--- config.mk ---
export PLATFORM = sky130hd
export DESIGN_NAME = avg_threshold_detector
export DESIGN_NICKNAME = d
export VERILOG_FILES = /design/src/rtl/avg_threshold_detector.sv
export SDC_FILE = /design/constraint.sdc
export NUM_CORES = 1
export LEC_CHECK = 0
export CAP_MARGIN = 20
export CORE_AREA = 2 2 64 66
export CTS_CLUSTER_DIAMETER = 30
export DETAILED_ROUTE_END_ITERATION = 7
export DIE_AREA = 0 0 66 68
export PLACE_DENSITY = 0.87
export SYNTH_ARGS = -nofsm -noshare
export SYNTH_HDL_FRONTEND = slang
export SYNTH_SLANG_ARGS = --single-unit
--- constraint.sdc ---
create_clock -name clk -period 3.7 [get_ports clk]
set_input_delay 0.74 -clock clk [delete_from_list [all_inputs] [get_ports clk]]
set_output_delay 0.74 -clock clk [all_outputs]
set_load 0.02 [all_outputs]
--- src/rtl/avg_threshold_detector.sv ---
// avg_threshold_detector: hysteresis and debounce level detector placed
// after the moving-average stage. Each strobed sample is compared against
// the programmable high and low thresholds, and the detector produces a
// debounced level, rise/fall pulses and a saturating rise counter.
//
// Optional feature macro: PEAK_HOLD_EN. When it is defined, the design
// records the maximum sample of each high episode. When it is undefined,
// peak_o and peak_valid_o are tied to 0.
//
// Ports:
//   clk          in   rising-edge clock
//   reset        in   synchronous, active-high reset
//   data_i       in   averaged sample, valid while strobe_i=1
//   strobe_i     in   sample-valid pulse; may stay high on consecutive cycles
//   thr_hi_i     in   upper threshold, unsigned, sampled with data_i
//   thr_lo_i     in   lower threshold, unsigned, sampled with data_i
//   clear_i      in   synchronous clear of the event counter and peak state
//   level_o      out  debounced level, 1 = high region
//   rise_o       out  one-cycle pulse on a 0->1 level change
//   fall_o       out  one-cycle pulse on a 1->0 level change
//   event_cnt_o  out  number of rises, saturating
//   cfg_err_o    out  last strobed sample had thr_lo_i > thr_hi_i
//   peak_o       out  maximum sample of the last completed high episode
//   peak_valid_o out  one-cycle pulse when peak_o updates

module avg_threshold_detector #(
    parameter int DATA_W   = 10,
    parameter int DEBOUNCE = 3,
    parameter int CNT_W    = 8
) (
    input  logic              clk,
    input  logic              reset,
    input  logic [DATA_W-1:0] data_i,
    input  logic              strobe_i,
    input  logic [DATA_W-1:0] thr_hi_i,
    input  logic [DATA_W-1:0] thr_lo_i,
    input  logic              clear_i,
    output logic              level_o,
    output logic              rise_o,
    output logic              fall_o,
    output logic [CNT_W-1:0]  event_cnt_o,
    output logic              cfg_err_o,
    output logic [DATA_W-1:0] peak_o,
    output logic              peak_valid_o
);

    // Bit 1 of the state encoding is the level, so level_o can be read
    // straight from the next state.
    localparam logic [1:0] S_LOW      = 2'd0;
    localparam logic [1:0] S_ARM_HIGH = 2'd1;
    localparam logic [1:0] S_HIGH     = 2'd2;
    localparam logic [1:0] S_ARM_LOW  = 2'd3;

    localparam logic [3:0]       DEB     = 4'(DEBOUNCE);
    localparam logic [CNT_W-1:0] CNT_MAX = '1;

    logic [1:0] state;
    logic [1:0] state_nxt;
    logic [3:0] deb_cnt;
    logic [3:0] deb_nxt;
    logic [3:0] deb_inc;
    logic       rise_nxt;
    logic       fall_nxt;
    logic       cfg_bad;
    logic       accept;
    logic       hi_hit;
    logic       lo_hit;

    assign cfg_bad = thr_lo_i > thr_hi_i;
    // A sample with inverted thresholds is dropped entirely. It neither
    // advances nor breaks an arm sequence.
    assign accept  = strobe_i && !cfg_bad;
    assign hi_hit  = data_i >= thr_hi_i;
    assign lo_hit  = data_i <= thr_lo_i;
    assign deb_inc = deb_cnt + 4'd1;

    always_comb begin
        state_nxt = state;
        deb_nxt   = deb_cnt;
        rise_nxt  = 1'b0;
        fall_nxt  = 1'b0;
        if (accept) begin
            case (state)
                S_LOW: begin
                    if (hi_hit) begin
                        if (DEB == 4'd1) begin
                            state_nxt = S_HIGH;
                            deb_nxt   = 4'd0;
                            rise_nxt  = 1'b1;
                        end else begin
                            state_nxt = S_ARM_HIGH;
                            deb_nxt   = 4'd1;
                        end
                    end
                end
                S_ARM_HIGH: begin
                    if (hi_hit) begin
                        if (deb_inc == DEB) begin
                            state_nxt = S_HIGH;
                            deb_nxt   = 4'd0;
                            rise_nxt  = 1'b1;
                        end else begin
                            deb_nxt = deb_inc;
                        end
                    end else begin
                        // Any in-band or low sample breaks arming.
                        state_nxt = S_LOW;
                        deb_nxt   = 4'd0;
                    end
                end
                S_HIGH: begin
                    if (lo_hit) begin
                        if (DEB == 4'd1) begin
                            state_nxt = S_LOW;
                            deb_nxt   = 4'd0;
                            fall_nxt  = 1'b1;
                        end else begin
                            state_nxt = S_ARM_LOW;
                            deb_nxt   = 4'd1;
                        end
                    end
                end
                S_ARM_LOW: begin
                    if (lo_hit) begin
                        if (deb_inc == DEB) begin
                            state_nxt = S_LOW;
                            deb_nxt   = 4'd0;
                            fall_nxt  = 1'b1;
                        end else begin
                            deb_nxt = deb_inc;
                        end
                    end else begin
                        state_nxt = S_HIGH;
                        deb_nxt   = 4'd0;
                    end
                end
                default: begin
                    state_nxt = S_LOW;
                    deb_nxt   = 4'd0;
                end
            endcase
        end
    end

    always_ff @(posedge clk) begin
        if (reset) begin
            state       <= S_LOW;
            deb_cnt     <= 4'd0;
            level_o     <= 1'b0;
            rise_o      <= 1'b0;
            fall_o      <= 1'b0;
            cfg_err_o   <= 1'b0;
            event_cnt_o <= '0;
        end else begin
            state   <= state_nxt;
            deb_cnt <= deb_nxt;
            level_o <= state_nxt[1];
            rise_o  <= rise_nxt;
            fall_o  <= fall_nxt;
            if (strobe_i) begin
                cfg_err_o <= cfg_bad;
            end
            // A clear on the same edge as a rise still counts that rise.
            if (clear_i) begin
                event_cnt_o <= rise_nxt ? CNT_W'(1) : '0;
            end else if (rise_nxt && event_cnt_o != CNT_MAX) begin
                event_cnt_o <= event_cnt_o + CNT_W'(1);
            end
        end
    end

`ifdef PEAK_HOLD_EN
    logic [DATA_W-1:0] run_max;

    always_ff @(posedge clk) begin
        if (reset) begin
            run_max      <= '0;
            peak_o       <= '0;
            peak_valid_o <= 1'b0;
        end else begin
            // The episode starts from the sample that completes the rise.
            if (rise_nxt) begin
                run_max <= data_i;
            end else if (clear_i) begin
                run_max <= '0;
            end else if (accept && state[1] && data_i > run_max) begin
                run_max <= data_i;
            end
            // A fall capture takes priority over a coincident clear.
            if (fall_nxt) begin
                peak_o <= run_max;
            end else if (clear_i) begin
                peak_o <= '0;
            end
            peak_valid_o <= fall_nxt;
        end
    end
`else
    assign peak_o       = '0;
    assign peak_valid_o = 1'b0;
`endif

endmodule

# Word-level counts from Yosys, hierarchy flattened
# Index checks and enable logic that the tools add are counted.
# W data, S select, Z words.
# op_classes
eq_ne,9
addsub,2
n_reduce_logical,8
bitwise_logic,3
mux,20
order_cmp,3
# op_table
op,n
$mux W4,5
$mux W8,2
$pmux W4 S4,1
$mux W2,6
$ge A10 B10 Y1,1
$gt A10 B10 Y1,1
$le A10 B10 Y1,1
$add A8 B1 Y8 const B,1
$ne A8 B8 Y1 const B,1
$pmux W2 S4,1
$ne A3 B3 Y1 const B,2
$mux W1,5
$reduce_and A5 Y1,1
$add A4 B1 Y4 const B,1
$eq A2 B2 Y1 const B,2
$eq A4 B2 Y1 const B,1
$ne A2 B2 Y1 const B,2
$reduce_or A4 Y1,1
$not A1 Y1,3
$reduce_and A3 Y1,1
$eq A2 B1 Y1 const B,1
$logic_and A1 B1 Y1,2
$logic_not A2 Y1,1
$reduce_bool A2 Y1,1
$logic_not A1 Y1,1
# totals
input_bits,34
word_cells,52
regBits,17

# Logic depth before layout (Yosys ltp)
# logic_depth
word_depth,9
mapped_depth,10

# Least setup slack after synthesis
# OpenSTA, ideal clock, no wires.
# synth_path
path_type,input -> register
from,in thr_hi_i[7]
to,reg event_cnt_o[5]
t_required_ns,3.630
t_arrival_ns,2.707
cell_stages,9
setup_slack_ns,0.923
n_path_buf,0
setup_ns,0.070
cell_sequence,inv_1 ha_1 a211oi_1 o21ai_0 a31oi_1 a21oi_1 or4b_4 or4_1 a21oi_1
# synth_via
elab_chain_cells,6
elab_cells_between_ends,9
cone_classes,order compare (2); mux (3); reduce/logical (4)
# synth_lines
item,line_no,source
"start, declared",35,"input logic [DATA_W-1:0] thr_hi_i,"
$ge A10 B10 Y1 or $gt A10 B10 Y1 (tied branches),"73, 69",
$mux W1 or $logic_not A1 Y1 (tied branches),"97, 72",
$mux W1 or $logic_and A1 B1 Y1 (tied branches),"83, 72",
$mux W1 (*),82,if (accept) begin
$logic_and A1 B1 Y1 (*),166,end else if (rise_nxt && event_cnt_o != CNT_MAX) begin
$reduce_bool A2 Y1 (no source line) (*),-,
"end signal, assigned",165,event_cnt_o <= rise_nxt ? CNT_W'(1) : '0;
"end signal, assigned",167,event_cnt_o <= event_cnt_o + CNT_W'(1);
"end, declared",41,"output logic [CNT_W-1:0] event_cnt_o,"
# Every way passes the cells marked *; elsewhere a longest branch is shown, timed or not.
# A chain may end at the register's enable or synchronous reset.

# Worst setup path in the final report
# Ends and elaborated chain as after synthesis.

==> flow_metrics.tcl <==
set metrics [dict create \
    ys_seq_elements 17 \
    hpwl_mm 3.23 \
    post-cts-setup-buffers 0 \
    portBuffers 45 \
    fin_nets 325 \
    gp_congestion 0.870 \
    cts_hold_buf 0 \
    cts_max_level 1 \
    rows 23 \
    synth.cell_area_sq_um 1660 \
    hp-class "register to register" \
    rr_worst_depth 8 \
    cts_sinks 17 \
    viasPerCell 5.37 \
    use_met2_pct 34.5 \
    clockBufferDepth 2 \
    regArea_sq_um 340 \
    final.min_clock_period_ns 3.20 \
    antenna_found_initial 0 \
    syn_inst 212 \
    fillers 377 \
    r2r-end "event_cnt_o[5]" \
    synth.distinct_cells 40 \
    rsz0062_at_grt "false" \
    setup_ws_ns 0.497 \
    power_w 0.000468 \
    critPathCaptureType "register" \
    vdd_drop_max_mv 0.102 \
    crit_type "input port to register" \
    wl_mm 3.69 \
    maxCapViolations 0 \
    fp.coreArea_sq_um 3860 \
    setup.worst_path.start "thr_hi_i[7]" \
    grt.overflow.total 0 \
    startpoint_type "input port" \
    hold_viol 0 \
    die_w_um 66 \
    vias 1649 \
    pin_count 57 \
    drtIter0Drc 69 \
    grtUsageMet1_pct 20.4 \
    r2r_setup_slack_ns 1.16 \
    n_antenna_cell 0 \
    p_per_area_nw_per_um2 216 \
    cp_common_cell "a21oi_1" \
    required_ns 3.89 \
    holdWs_ns 0.505 \
    drive_gt1_share_pct 4.67 \
    clock_latency_ns 0.25 \
    yosysWarnings 0 \
    clockRootBuffer "clkbuf_8" \
    cp_max_fo 15 \
    gr-usage-all-layers_pct 17.9 \
    grt_max_degree 16 \
    multi_input_area_sq_um 1150 \
    setup_viol 0 \
    drc_errors 0 \
    max_stage_delay_ns 0.64 \
    clkTransAtPathRegs_ns 0.06 \
    busiest_layer "met2" \
    first_pass_iters 4 \
    synth-async-reset-ratio_pct 0 \
    timing.final.crit_share_pct 86.6 \
    cp.arrival_ns 3.39 \
    dpl_worst_slack_ns 0.235 \
    start_util_pct 43.1 \
    tns_ns 0 \
    ant_nets 0 \
    endpoint "event_cnt_o[5]" \
    grt_pass1_vias 1598 \
    grt_use_met3_pct 3.13 \
    fmaxAchievable_ghz 0.312 \
    fp.dieH_um 68 \
    cts_tree "built" \
    cp_cell_sequence "clkdlybuf4s50_1 -> inv_1 -> ha_1 -> a211oi_1 -> o21ai_0 -> a31oi_1 -> a21oi_1 -> or4b_4 -> or4_1 -> a21oi_1" \
    seq_area_frac_synth_pct 20.5 \
    status "finished, final reports clean" \
    clock_skew_ns 0.00153 \
    drv_slew 0 \
    cp_slowest_cell "or4b_4" \
    post_cts_resized 0 \
    r2r_start "deb_cnt[1]" \
    area_growth_pct 30.2 \
    grt_pass1_wl_mm 6.49 \
    cts_buffers 3 \
    synth_flop_cell "dfxtp_1" \
    detail_route.wl_per_cell_um 12.0 \
    die_area_sq_um 4490 \
    synth_area_per_cell_sq_um 7.84 \
    synth_edf_count 0 \
    leakagePower_nw 0.937 \
]
logic make-up after synthesis:
logic type,Yosys count,synth area share (%)
AND/OR/NAND/NOR,67,23.0
AO/OA/AOI/OAI,51,19.1
buffers and inverters,43,12.4
adder cells (fa/ha/maj),33,24.8
flip-flops,17,20.5
other,1,0.226
sequential cells by signal, indices dropped and copies added (netlist names):
signal       cells
event_cnt_o      8
fall_o           1
cfg_err_o        1
deb_cnt          4
state            2
rise_o           1
how the worst min path moves through the flow:
stage                      to      startpoint  slack [ns]  cells past startpoint
2_1_floorplan        state[0]        state[0]        0.48                      2
3_3_place_gp   event_cnt_o[5]  event_cnt_o[5]        0.48                      2
3_5_place_dp   event_cnt_o[6]  event_cnt_o[6]        0.49                      2
4_1_cts        event_cnt_o[6]  event_cnt_o[6]        0.50                      2
5_1_grt        event_cnt_o[6]  event_cnt_o[6]        0.53                      2
6_report       event_cnt_o[6]  event_cnt_o[6]        0.50                      2
report_power, final:
part	total [W]	internal [W]	switching [W]	leakage [nW]
Sequential	0.000189	0.000186	0.00000283	0.137
Clock	0.000139	0.0000764	0.0000627	0.0228
Combinational	0.000140	0.0000695	0.0000709	0.777
Total	0.000468	0.000332	0.000136	0.937
final cells by class:
type                    instances  share of cell area [%]
flip-flops and latches         17                    15.7
clock buffers                   4                    2.08
repair buffers                 46                    21.2
multi-input cells             162                    53.3
well taps                      50                    2.89
inverters                      28                    4.86
layer usage:
layer	share of wire, %	wire length, um
met2	49	1820
met5	0	0
met3	5.0	185
met1	45	1670
met4	0.57	21
cell usage in the layout (no fill, tap or decap), types with 5 or more instances in the layout:
cell	instances
inv_1	28
nand3_1	9
clkdlybuf4s50_1	45
dfxtp_1	17
conb_1	11
nand2_1	10
nor2_1	11
a21oi_1	19
o21ai_0	14
nor3_1	5
ha_1	33
cells in the mapped netlist, types with 3 or more instances:
| cell type | instances | area (sq um) |
|---|---|---|
| ha_1 | 33 | 413 |
| inv_1 | 28 | 105 |
| a21oi_1 | 19 | 95.1 |
| dfxtp_1 | 17 | 340 |
| o21ai_0 | 14 | 70.1 |
| buf_4 | 12 | 90.1 |
| nor2_1 | 11 | 41.3 |
| nand2_1 | 10 | 37.5 |
| nand3_1 | 9 | 45.0 |
| nor3_1 | 5 | 25.0 |
| a211oi_1 | 4 | 30.0 |
| or3_1 | 4 | 25.0 |
| nand2b_1 | 3 | 18.8 |
| nand4_1 | 3 | 18.8 |
| nor2b_1 | 3 | 18.8 |
| o31ai_1 | 3 | 22.5 |
metrics by stage:
step | cell area, sq um | std cells | utilization, %
final | 2160 | 307 | 56.1
after global routing | 2160 | 307 | 56.1
after CTS | 2160 | 307 | 56.1
after detailed placement | 2120 | 303 | 54.9
after global placement | 2120 | 303 | 54.9
after floorplan | 1700 | 222 | -
worst max-delay path, delay by kind of cell:
family | cells | cell delay [ns]
adder cells (fa/ha/maj) | 1 | 0.30
buffers and inverters | 2 | 0.50
AND/OR/NAND/NOR | 2 | 1.14
AO/OA/AOI/OAI | 5 | 0.72
Power figures use the tool's default switching activity.
